`src/rtl/cpu_types_pkg.sv`:
```
// Shared CPU types: machine word, next-PC select encoding and fetch sequencer states.
package cpu_types_pkg;

    localparam int WORD_W = 32;

    typedef logic [WORD_W-1:0] word_t;

    typedef enum logic [1:0] {
        PC_NEXT   = 2'd0,
        PC_BRANCH = 2'd1,
        PC_JUMP   = 2'd2,
        PC_JR     = 2'd3
    } pcsrc_t;

    typedef enum logic [1:0] {
        IFETCH  = 2'd0,
        DACCESS = 2'd1,
        HALTED  = 2'd2
    } fetch_state_t;

endpackage

```
`src/rtl/next_pc_calc.sv`:
```
// Combinational next-PC selection: sequential, conditional branch, J-type jump, register jump.
module next_pc_calc
    import cpu_types_pkg::*;
(
    input  word_t       pc,
    input  pcsrc_t      pcsrc,
    input  logic        branch_taken,
    input  logic [15:0] imm,
    input  logic [25:0] addr,
    input  word_t       jr_target,
    output word_t       next_pc
);

    word_t pc4;
    word_t branch_off;

    always_comb begin
        pc4        = pc + 32'd4;
        branch_off = {{14{imm[15]}}, imm, 2'b00};
        next_pc    = pc4;
        case (pcsrc)
            PC_NEXT:   next_pc = pc4;
            PC_BRANCH: next_pc = branch_taken ? (pc4 + branch_off) : pc4;
            PC_JUMP:   next_pc = (pc4 & 32'hF000_0000) | {4'b0000, addr, 2'b00};
            PC_JR:     next_pc = jr_target;
            default:   next_pc = pc4;
        endcase
    end

endmodule

```
`src/rtl/fetch_request_unit.sv`:
```
// PC owner and fetch/data-access sequencer for the single-cycle datapath.
// Optional cycle/retire counters are built when FETCH_PERF_COUNTERS_EN is defined.
module fetch_request_unit
    import cpu_types_pkg::*;
#(
    parameter logic [31:0] PC_INIT = 32'h0000_0000,
    parameter int          WORD_W  = 32
) (
    input  logic              CLK,
    input  logic              RST,
    input  logic              ihit,
    input  logic              dhit,
    input  logic              dREN,
    input  logic              dWEN,
    input  logic              halt,
    input  logic [1:0]        PCsrc,
    input  logic              branch_taken,
    input  logic [15:0]       imm,
    input  logic [25:0]       addr,
    input  logic [WORD_W-1:0] jr_target,
    output logic [WORD_W-1:0] pc,
    output logic              imemREN,
    output logic              dmemREN,
    output logic              dmemWEN,
    output logic              reg_commit,
    output logic              halted,
    output logic [WORD_W-1:0] cyc_count,
    output logic [WORD_W-1:0] instr_count
);

    fetch_state_t state_q, state_d;
    word_t        pc_q, pc_d;
    word_t        next_pc;
    logic         halt_entry;

    next_pc_calc u_next_pc (
        .pc           (pc_q),
        .pcsrc        (pcsrc_t'(PCsrc)),
        .branch_taken (branch_taken),
        .imm          (imm),
        .addr         (addr),
        .jr_target    (jr_target),
        .next_pc      (next_pc)
    );

    always_comb begin
        state_d    = state_q;
        pc_d       = pc_q;
        imemREN    = 1'b0;
        dmemREN    = 1'b0;
        dmemWEN    = 1'b0;
        reg_commit = 1'b0;
        halted     = 1'b0;
        halt_entry = 1'b0;
        case (state_q)
            IFETCH: begin
                imemREN = 1'b1;
                if (ihit) begin
                    if (halt) begin
                        state_d    = HALTED;
                        halt_entry = 1'b1;
                    end else if (dREN || dWEN) begin
                        state_d = DACCESS;
                    end else begin
                        reg_commit = 1'b1;
                        pc_d       = next_pc;
                    end
                end
            end
            DACCESS: begin
                // Instruction word is held by memory, so requests follow the decode live.
                dmemREN = dREN;
                dmemWEN = dWEN;
                if (dhit) begin
                    reg_commit = 1'b1;
                    pc_d       = next_pc;
                    state_d    = IFETCH;
                end
            end
            HALTED: begin
                halted = 1'b1;
            end
            default: begin
                state_d = IFETCH;
            end
        endcase
        if (RST) begin
            imemREN    = 1'b0;
            dmemREN    = 1'b0;
            dmemWEN    = 1'b0;
            reg_commit = 1'b0;
            halt_entry = 1'b0;
        end
    end

    always_ff @(posedge CLK or posedge RST) begin
        if (RST) begin
            state_q <= IFETCH;
            pc_q    <= PC_INIT;
        end else begin
            state_q <= state_d;
            pc_q    <= pc_d;
        end
    end

    assign pc = pc_q;

`ifdef FETCH_PERF_COUNTERS_EN
    word_t cyc_q, cyc_d;
    word_t instr_q, instr_d;

    always_comb begin
        cyc_d   = (state_q == HALTED) ? cyc_q : cyc_q + 32'd1;
        instr_d = (reg_commit || halt_entry) ? instr_q + 32'd1 : instr_q;
    end

    always_ff @(posedge CLK or posedge RST) begin
        if (RST) begin
            cyc_q   <= '0;
            instr_q <= '0;
        end else begin
            cyc_q   <= cyc_d;
            instr_q <= instr_d;
        end
    end

    assign cyc_count   = cyc_q;
    assign instr_count = instr_q;
`else
    assign cyc_count   = '0;
    assign instr_count = '0;
`endif

endmodule

```
`config.mk`:
```
export PLATFORM = sky130hd
export DESIGN_NAME = fetch_request_unit
export DESIGN_NICKNAME = d
export VERILOG_FILES = /design/src/rtl/cpu_types_pkg.sv /design/src/rtl/next_pc_calc.sv /design/src/rtl/fetch_request_unit.sv
export SDC_FILE = /design/constraint.sdc
export NUM_CORES = 1
export LEC_CHECK = 0
export BUFFER_PORTS_ARGS = -buffer_cell sky130_fd_sc_hd__buf_2
export CAP_MARGIN = 20
export CORE_ASPECT_RATIO = 1.2
export CORE_MARGIN = 2
export CORE_UTILIZATION = 45
export DETAILED_ROUTE_END_ITERATION = 10
export PLACE_DENSITY = 0.76
export SYNTH_ARGS = -nofsm -noshare
export SYNTH_HDL_FRONTEND = slang
export SYNTH_SLANG_ARGS = --single-unit
```
`constraint.sdc`:
```
create_clock -name CLK -period 3.5 [get_ports CLK]
set_input_delay 0.7 -clock CLK [delete_from_list [all_inputs] [get_ports CLK]]
set_output_delay 0.7 -clock CLK [all_outputs]
set_load 0.01 [all_outputs]
```
==> flow_summary.toml, run 1 <==
[yosys]
synthArstFlopShare_pct = 100.0
netlist_instances = 641
synth_edf_count = 0
yosys_warnings = 0
yosysSeqAreaShare_pct = 17.53
syn-cell-area_um2 = 4853
ys.flop_type = "dfrtp_1"
ys_seq_elements = 34
syn_avg_cell_area_um2 = 7.572
ys_types = 75

[finish]
fillers = 882
nNetsFinal = 949
fin_cells = 960
final_area_um2 = 6452
area_growth_pct = 32.95
regArea_um2 = 853.3
multi_input_area_um2 = 3955
num_antenna_cells = 0
drive_above_1_share_pct = 35.50

[global_routing]
grt_pass1_wl_um = 23660
grt_pass1_vias = 5024
grt_overflow = 0
grt_start_max_net_pins = 35
antenna_found_initial = 0
grt_use_total_pct = 24.57

[min_path]
hold_start = "pc[0]"
hold_class = "reg -> reg"

[route]
first_pass_iters = 5
route.met3.wl_um = 1166
routed-wl-met2_um = 8234
wl_per_cell_um = 16.76
remaining_drc_errors = 0
ant_nets = 0
vias = 5492
wl_um = 16090
maxUsedRoutingLayer = "met4"
wl_met1_um = 5967
drtIter0Drc = 427
viasPerCell = 5.721

[place]
gp_congestion = 0.9495
placed_area_um2 = 5794
hpwl_um = 11340
pre_cts_ws_ns = -0.1399
numPortBuffers = 120
post-place-cells = 929

[pwr]
p_switching_mw = 2.232
leakagePower_nw = 3.208
power_frac_clock_pct = 9.5
pwr-share-seq_pct = 16.9
vdd_ir_drop_max_v = 0.0003278
power_density_nw_per_um2 = 727.9
combPwrFrac_pct = 73.6
power_switching_share_pct = 47.53
power.internal_mw = 2.464

[setup_path]
endpoint = "pc[31]"
crit_arrival_ns = 3.88
critPathRequiredTime_ns = 3.67
crit_fanout = 4
r2r-end = "pc[31]"
rrSetupSlack_ns = -0.21
reg2reg_depth = 17
startpoint_type = "register"
reg2reg_from = "pc[2]"
endpoint_kind = "register"
path_class = "reg -> reg"
cp-startpoint = "pc[2]"

[timing]
worst_pin_slew_ns = 0.6092
fin_ws_ns = -0.2102
relSlewSlack_pct = 59.14
skew_ns = 0.008010
hold_viol = 0
max_freq_ghz = 0.2695
setup_tns_ns = -0.5877
rsz0062_at_grt = "yes"
post-route-period-util_pct = 106.0
finalMaxSlewViolations = 0
setup_viol = 7
period_minus_slack_ns = 3.710

[status]
outcome = "finished with violations"
violations = "setup timing"

[cts]
cts_tree = "done"
clk_pin_slew_worst_paths_ns = 0.06
cts-buffers-inserted = 5
clk_latency_ns = 0.28
htreeDepth = 2
ctsRootBufferMaster = "clkbuf_16"
clockBufferDepth = 2
cts_sinks = 34

[die]
rows = 41
die_area_um2 = 11640
die_y_um = 117.8
ios = 185
start_util_pct = 46.15
die_x_um = 98.81
core-area_um2 = 10520

[flow_run]
maxCapViolCount = 0
per-stage QoR:
stage	util [%]	power, mW	hold slack [ns]
2_1_floorplan	-	2.696	0.5119
3_3_place_gp	55.10	3.624	0.4579
3_5_place_dp	55.10	3.662	0.4692
4_1_cts	57.42	4.229	0.4829
5_1_grt	61.36	5.023	0.5001
6_report	61.36	4.697	0.4841
critical path, cell delays in order, from the launching register on:
cell	delay [ns]
dfrtp_2	0.41
ha_4	0.15
nand4_1	0.22
nor2_4	0.22
nand3_4	0.12
nor3_4	0.26
and4_4	0.26
xor2_1	0.16
ha_1	0.29
a21o_1	0.19
a21oi_2	0.13
o21ai_1	0.08
a21oi_1	0.20
o21ai_1	0.13
mux2i_1	0.16
nor4_2	0.30
mux2i_1	0.11
a31o_1	0.22
registers in the layout, indices dropped and copies added (netlist names):
register / count
pc: 32
state_q: 2
layout make-up:
type	instances	share of cell area, %
flip-flops and latches	34	13.22
inverters	16	0.9308
multi-input cells	563	61.30
repair buffers	210	19.90
clock buffers	6	1.997
clock inverters	2	0.1551
well taps	129	2.501
layer usage:
| metal | vias up | track usage [%] |
|---|---|---|
| met5 | - | 0 |
| met4 | 0 | 10.96 |
| met3 | 65 | 1.544 |
| met2 | 302 | 44.47 |
| met1 | 2573 | 29.37 |
| li1 | 2552 | - |
how the worst min path moves through the flow:
| stage | end | cells past startpoint |
|---|---|---|
| after floorplan | pc[0] | 2 |
| after global placement | pc[0] | 2 |
| after detailed placement | pc[0] | 2 |
| after CTS | pc[0] | 2 |
| after global routing | pc[0] | 2 |
| final | pc[0] | 2 |
cells by family (layout without fill, tap and decap cells):
| family | Yosys count | count (layout) | share of synthesized area (%) |
|---|---|---|---|
| compound gates | 178 | 178 | 23.54 |
| xor+xnor | 46 | 46 | 8.456 |
| fa+ha+maj | 35 | 35 | 9.178 |
| buf+inv | 107 | 234 | 13.33 |
| flops | 34 | 34 | 17.53 |
| mux | 28 | 28 | 6.213 |
| other cells | 1 | 64 | 0.07727 |
| simple gates | 212 | 212 | 21.68 |
cells in the mapped netlist, types with 13 or more instances:
library cell,number,area (µm²)
xor2_1,17,148.9
dfrtp_1,34,850.8
buf_4,64,480.5
nor2_1,60,225.2
a21o_1,16,120.1
nor3_1,13,65.06
a211oi_1,13,97.59
inv_1,15,56.30
clkbuf_1,19,71.32
ha_1,34,425.4
xnor2_1,28,245.2
nand3_1,16,80.08
o21ai_0,37,185.2
mux2i_1,20,200.2
a21oi_1,54,270.3
nand2_1,63,236.5
placed cells by master, fill, tap and decap left out, drive strengths merged, types with 3 or more instances in the layout:
cell,count
conb,64
a21o,16
inv,15
a211oi,14
nor2b,7
and2,5
o21ai,43
nor3,17
nand2b,6
mux2i,20
o22ai,4
clkbuf,6
a21boi,3
xnor2,28
and3,10
xor2,18
a31oi,9
or3,4
nor2,61
nand2,63
a221oi,3
nand3,17
nand4,13
a21oi,56
dfrtp,34
mux2,7
o211ai,4
clkinv,3
buf,210
ha,34
a22o,3
power by group through the flow:
stage / clock (mW) / sequential [mW] / combinational (mW)
6_report: 0.446 / 0.795 / 3.46
3_5_place_dp: 0 / 0.766 / 2.90
5_1_grt: 0.461 / 0.815 / 3.75
2_1_floorplan: 0 / 0.852 / 1.84
4_1_cts: 0.446 / 0.766 / 3.02
3_3_place_gp: 0 / 0.759 / 2.86
what timing repair did:
| item | CTS | global route |
|---|---|---|
| setup endpoints to repair | 8 | 16 |
| pin swaps | 9 | 42 |
| gates resized for setup | 11 | 55 |
| hold buffers | 0 | 0 |
| buffers inserted | 4 | 19 |
No activity file was read; power rests on OpenSTA's default activity.
==> run 2: changes to the inputs <==
CORE_MARGIN = unset   (was 2)
==> run 2 against run 1 <==
The run still ends with setup timing left. Global-route usage is 0.63 points higher. Worst setup slack better by 0.067 ns. Die area is 3.7% lower. Critical path depth is 1 lower. Combinational power is 4% lower. Sequential power is 4.2% lower. Cell area is 3.3% lower. First-iteration DRC count is 29% lower. Sequential share of layout area is 0.45 points higher. Clock power is 6.3% higher. Critical endpoint is now pc[23]. Largest power group unchanged. Highest routed layer unchanged.
==> flow_summary.toml, run 2 (synthesis results as in run 1) <==
[timing]
finalMaxSlewViolations = 0
fin_ws_ns = -0.1428
period_minus_slack_ns = 3.643
skew_ns = 0.005584
holdWs_ns = 0.4870
worst_pin_slew_ns = 0.9890
relSlewSlack_pct = 33.82
max_freq_ghz = 0.2745
setup_viol = 7
setup_tns_ns = -0.3603
rsz0062_at_grt = "yes"
post-route-period-util_pct = 104.1
hold_viol = 0

[finish]
num_antenna_cells = 0
largest_reg_flops = 32
area_growth_pct = 28.54
regArea_um2 = 853.3
drive_above_1_share_pct = 32.48
final_common_cell = "buf_2"
final_cell_mix = "120 x buf_2, 77 x buf_4, 64 x conb_1, 62 x nand2_1, 59 x nor2_1"
final_area_um2 = 6238
nNetsFinal = 937
multi_input_area_um2 = 3817
fillers = 953

[setup_path]
cp_cell_sequence = "ha_4, nand4_1, nor2_4, buf_4, nand4_1, xnor2_2, ha_4, a21oi_4, o21ai_2, a221oi_2, nand3_2, a41o_4, xnor2_2, a21oi_1, mux4_2, o22a_1"
slowest_stage = "mux4_2"
critical-path-max-stage-delay_ns = 0.47
endpoint = "pc[23]"
startpoint_type = "register"
reg2reg_from = "pc[2]"
crit_arrival_ns = 3.82
critPathRequiredTime_ns = 3.68
crit_fanout = 5
cp_top_family = "compound AO/OA/AOI/OAI gates"
r2r-end = "pc[23]"
critical_path_depth = 16
path_class = "reg -> reg"
endpoint_kind = "register"
rrSetupSlack_ns = -0.14
cp_num_buf_inv = 1
reg2reg_depth = 16
cp-startpoint = "pc[2]"

[die]
ios = 185
die_area_um2 = 11210
start_util_pct = 46.15
rows = 41
core-area_um2 = 10520
die_y_um = 115.8
die_x_um = 96.81

[place]
numPortBuffers = 120
gp_congestion = 0.9259
placed_area_um2 = 5803
hpwl_um = 11220

[global_routing]
antenna_found_initial = 0
grt_use_total_pct = 25.20
grt_start_max_net_pins = 43
grt_pass1_wl_um = 23000
grt_overflow = 0
grt_pass1_vias = 4802

[route]
viasPerCell = 5.616
ant_nets = 0
drtIter0Drc = 303
first_pass_iters = 5
wl_um = 15300
vias = 5324
remaining_drc_errors = 0
wl_per_cell_um = 16.14

[cts]
ctsRootBufferMaster = "clkbuf_16"
cts_tree = "done"
htreeDepth = 2
cts_sinks = 34
clockBufferDepth = 2
holdBufCountCts = 0
clk_pin_slew_worst_paths_ns = 0.06
cts-buffers-inserted = 5
clk_latency_ns = 0.29

[pwr]
leakagePower_nw = 3.129
vdd_ir_drop_max_v = 0.0003852
power_density_nw_per_um2 = 729.5

[status]
violations = "setup timing"
outcome = "finished with violations"

[min_path]
hold_class = "reg -> reg"

[flow_run]
maxCapViolCount = 0
run 2: cell type report:
class | count | area share [%]
Multi-Input combinational cell | 563 | 61.19
Clock inverter | 1 | 0.08022
Timing Repair Buffer | 198 | 19.21
Tap cell | 129 | 2.587
Clock buffer | 7 | 2.286
Inverter | 16 | 0.9627
Sequential cell | 34 | 13.68
run 2: per-layer routing:
layer	routed length [µm]	part of all wire [%]	vias to the layer above	GRT usage, %
met5	0	0	-	0
met4	544	3.6	0	10.55
met3	804	5.3	44	1.628
met2	7770	51	253	46.29
met1	6183	40	2489	30.73
li1	-	-	2538	-
run 2: worst reg2reg max path, cell delays in order (launching register included):
cell and delay [ns]:
dfrtp_2 0.39, ha_4 0.14, nand4_1 0.18, nor2_4 0.23
buf_4 0.15, nand4_1 0.13, xnor2_2 0.26, ha_4 0.25
a21oi_4 0.15, o21ai_2 0.09, a221oi_2 0.26, nand3_2 0.13
a41o_4 0.27, xnor2_2 0.15, a21oi_1 0.08, mux4_2 0.47
o22a_1 0.19
run 2: worst min path at each step:
stage | endpoint | cells past startpoint | from | slack, ns
after CTS | pc[0] | 2 | pc[0] | 0.49
after global placement | pc[1] | 2 | pc[1] | 0.46
after global routing | pc[0] | 2 | pc[0] | 0.53
after detailed placement | pc[0] | 2 | pc[0] | 0.48
after floorplan | pc[0] | 2 | pc[0] | 0.51
final | pc[0] | 2 | pc[0] | 0.49
run 2: stage by stage:
step | instances | util, % | worst slack [ns] | total power, mW
final | 948 | 59.32 | -0.1428 | 4.551
after global placement | 929 | 55.18 | -0.01001 | 3.684
after global routing | 948 | 59.32 | -0.3348 | 4.873
after CTS | 941 | 57.45 | -0.001888 | 4.271
after detailed placement | 929 | 55.18 | -0.1014 | 3.728
after floorplan | 704 | - | 0.001535 | 2.696
run 2: report_power, final:
group,internal (mW),total [mW],switching [mW]
clock,0.283,0.474,0.191
sequential,0.562,0.762,0.200
combinational,1.55,3.32,1.76
run 2: timing repair:
action,CTS,global route
endpoints found under the hold margin,0,0
pin swaps,9,20
endpoints found under the setup margin,3,16
buffers inserted,4,7
gates resized for setup,9,30
==> run 3: changes to the inputs <==
CORE_UTILIZATION = 46   (was 45)
PLACE_DENSITY = 0.78   (was 0.76)
==> run 3 against run 2 <==
The run still ends with setup timing left. Clock power down 2%. Flip-flop and latch count stayed put. Sequential share of layout area down 0.34 points. Highest routed layer unchanged. Cell count increased by 0.53%. Count of clock-buffer cells in the layout did not move. Core utilization is 3.7 points higher. Global-route usage grew 2.5 points. Wire length is 4.7% higher. Total power is 3.2% higher. Worst setup slack improved by 0.037 ns. Largest cell class unchanged. Non-clock buffer count rose by 8. Maximum frequency grew 1.0%.
==> flow_summary.toml, run 3 (synthesis results as in run 1) <==
[status]
outcome = "finished with violations"
violations = "setup timing"

[route]
wl_um = 16020
wl_per_cell_um = 16.81
drtIter0Drc = 362
remaining_drc_errors = 0
vias = 5456
ant_nets = 0
viasPerCell = 5.725
first_pass_iters = 5

[setup_path]
critPathRequiredTime_ns = 3.67
cp-startpoint = "pc[3]"
path_class = "reg -> reg"
r2r-end = "pc[23]"
endpoint_kind = "register"
endpoint = "pc[23]"
crit_arrival_ns = 3.77
rrSetupSlack_ns = -0.11
startpoint_type = "register"
crit_fanout = 4
reg2reg_from = "pc[3]"
reg2reg_depth = 16

[timing]
max_freq_ghz = 0.2774
relSlewSlack_pct = 37.57
worst_pin_slew_ns = 0.9329
post-route-period-util_pct = 103.0
rsz0062_at_grt = "yes"
skew_ns = 0.008803
hold_viol = 0
setup_viol = 3
fin_ws_ns = -0.1054
finalMaxSlewViolations = 0
setup_tns_ns = -0.1671
period_minus_slack_ns = 3.605

[finish]
fin_cells = 953
area_growth_pct = 31.84
drive_above_1_share_pct = 34.70
fillers = 896
final_common_cell = "buf_2"
largest_reg_flops = 32
nNetsFinal = 945
final_cell_mix = "120 x buf_2, 83 x buf_4, 64 x conb_1, 61 x nand2_1, 56 x nor2_1"
num_antenna_cells = 0

[place]
gp_congestion = 0.9284
post-place-cells = 927
numPortBuffers = 120
hpwl_um = 11310

[global_routing]
met1_usage_pct = 34.26
grt_use_total_pct = 27.66
grt_start_max_net_pins = 35
grt_pass1_wl_um = 23780
met2_usage_pct = 47.67
met3_usage_pct = 2.656
grt_pass1_vias = 5013
top_usage_layer = "met2"
grt_overflow = 0
antenna_found_initial = 0

[pwr]
leakagePower_nw = 3.172
power_density_nw_per_um2 = 734.1
fin_total_pwr_mw = 4.698
vdd_ir_drop_max_v = 0.0003036

[cts]
ctsRootBufferMaster = "clkbuf_16"
clockBufferDepth = 2
htreeDepth = 2
cts_tree = "done"
holdBufCountCts = 0
cts-buffers-inserted = 5
clk_latency_ns = 0.29
cts_sinks = 34
clk_pin_slew_worst_paths_ns = 0.06

[min_path]
hold_class = "reg -> reg"
hold_start = "pc[1]"

[flow_run]
maxCapViolCount = 0

[die]
die_x_um = 95.77
rows = 40
core-area_um2 = 10160
die_area_um2 = 10970
start_util_pct = 47.77
die_y_um = 114.5
ios = 185
[run 3: cell count changes in the layout (fill, tap and decap cells not counted), sizes merged]
cell  before  now
buf      198  206
[run 3: cell type report]
cell class                 instances  area [µm²]  area share [%]
multi-input combinational        563        3914           61.17
timing repair buffer             206        1266           19.79
sequential                        34       853.3           13.34
tap                              126       157.7           2.464
clock buffer                       7       142.6           2.229
inverter                          16       60.06          0.9386
clock inverter                     1       5.005         0.07822
[run 3: critical path, cell delays in order, from the launching register on]
cell and delay, ns:
dfrtp_2 0.40, ha_4 0.14, nand4_1 0.14, nor2_2 0.21, buf_4 0.15, nand4_1 0.13, xnor2_2 0.25, ha_4 0.26
a21oi_4 0.13, o21ai_2 0.09, a221oi_2 0.25, nand3_2 0.14, a41o_4 0.31, xnor2_2 0.17, a21oi_2 0.07, mux4_2 0.48
o22a_1 0.17
[run 3: power breakdown]
part           internal [mW]  switching, mW
Combinational           1.65           1.82
Clock                  0.283          0.184
Sequential             0.563          0.202
[run 3: what timing repair did]
item | 4_1_cts | 5_1_grt
endpoints found under the setup margin | 3 | 17
pin swaps | 19 | 42
setup buffers | 13 | 6
gates cloned | 0 | 0
resized for setup | 6 | 49
[run 3: worst min-delay path by stage]
| stage | depth (start not counted) | end | slack, ns |
|---|---|---|---|
| 6_report | 2 | pc[1] | 0.49 |
| 5_1_grt | 2 | pc[0] | 0.53 |
| 3_5_place_dp | 2 | pc[1] | 0.48 |
| 3_3_place_gp | 2 | pc[1] | 0.46 |
| 4_1_cts | 2 | pc[1] | 0.49 |
| 2_1_floorplan | 2 | pc[0] | 0.51 |
[run 3: through the flow]
step	utilization (%)	instance area, µm²	setup slack, ns	hold slack, ns
final	62.98	6399	-0.1054	0.4890
after global routing	62.98	6399	-0.2409	0.5337
after CTS	59.90	6086	-0.01052	0.4888
after detailed placement	57.19	5811	-0.07979	0.4765
after global placement	57.19	5811	0.01760	0.4642
after floorplan	-	5112	0.001535	0.5119
[run 3: metal layers]
metal	up-vias	wire (µm)
met3	65	1270
met2	306	7894
met5	-	0
met1	2543	6127
met4	0	726
li1	2542	-
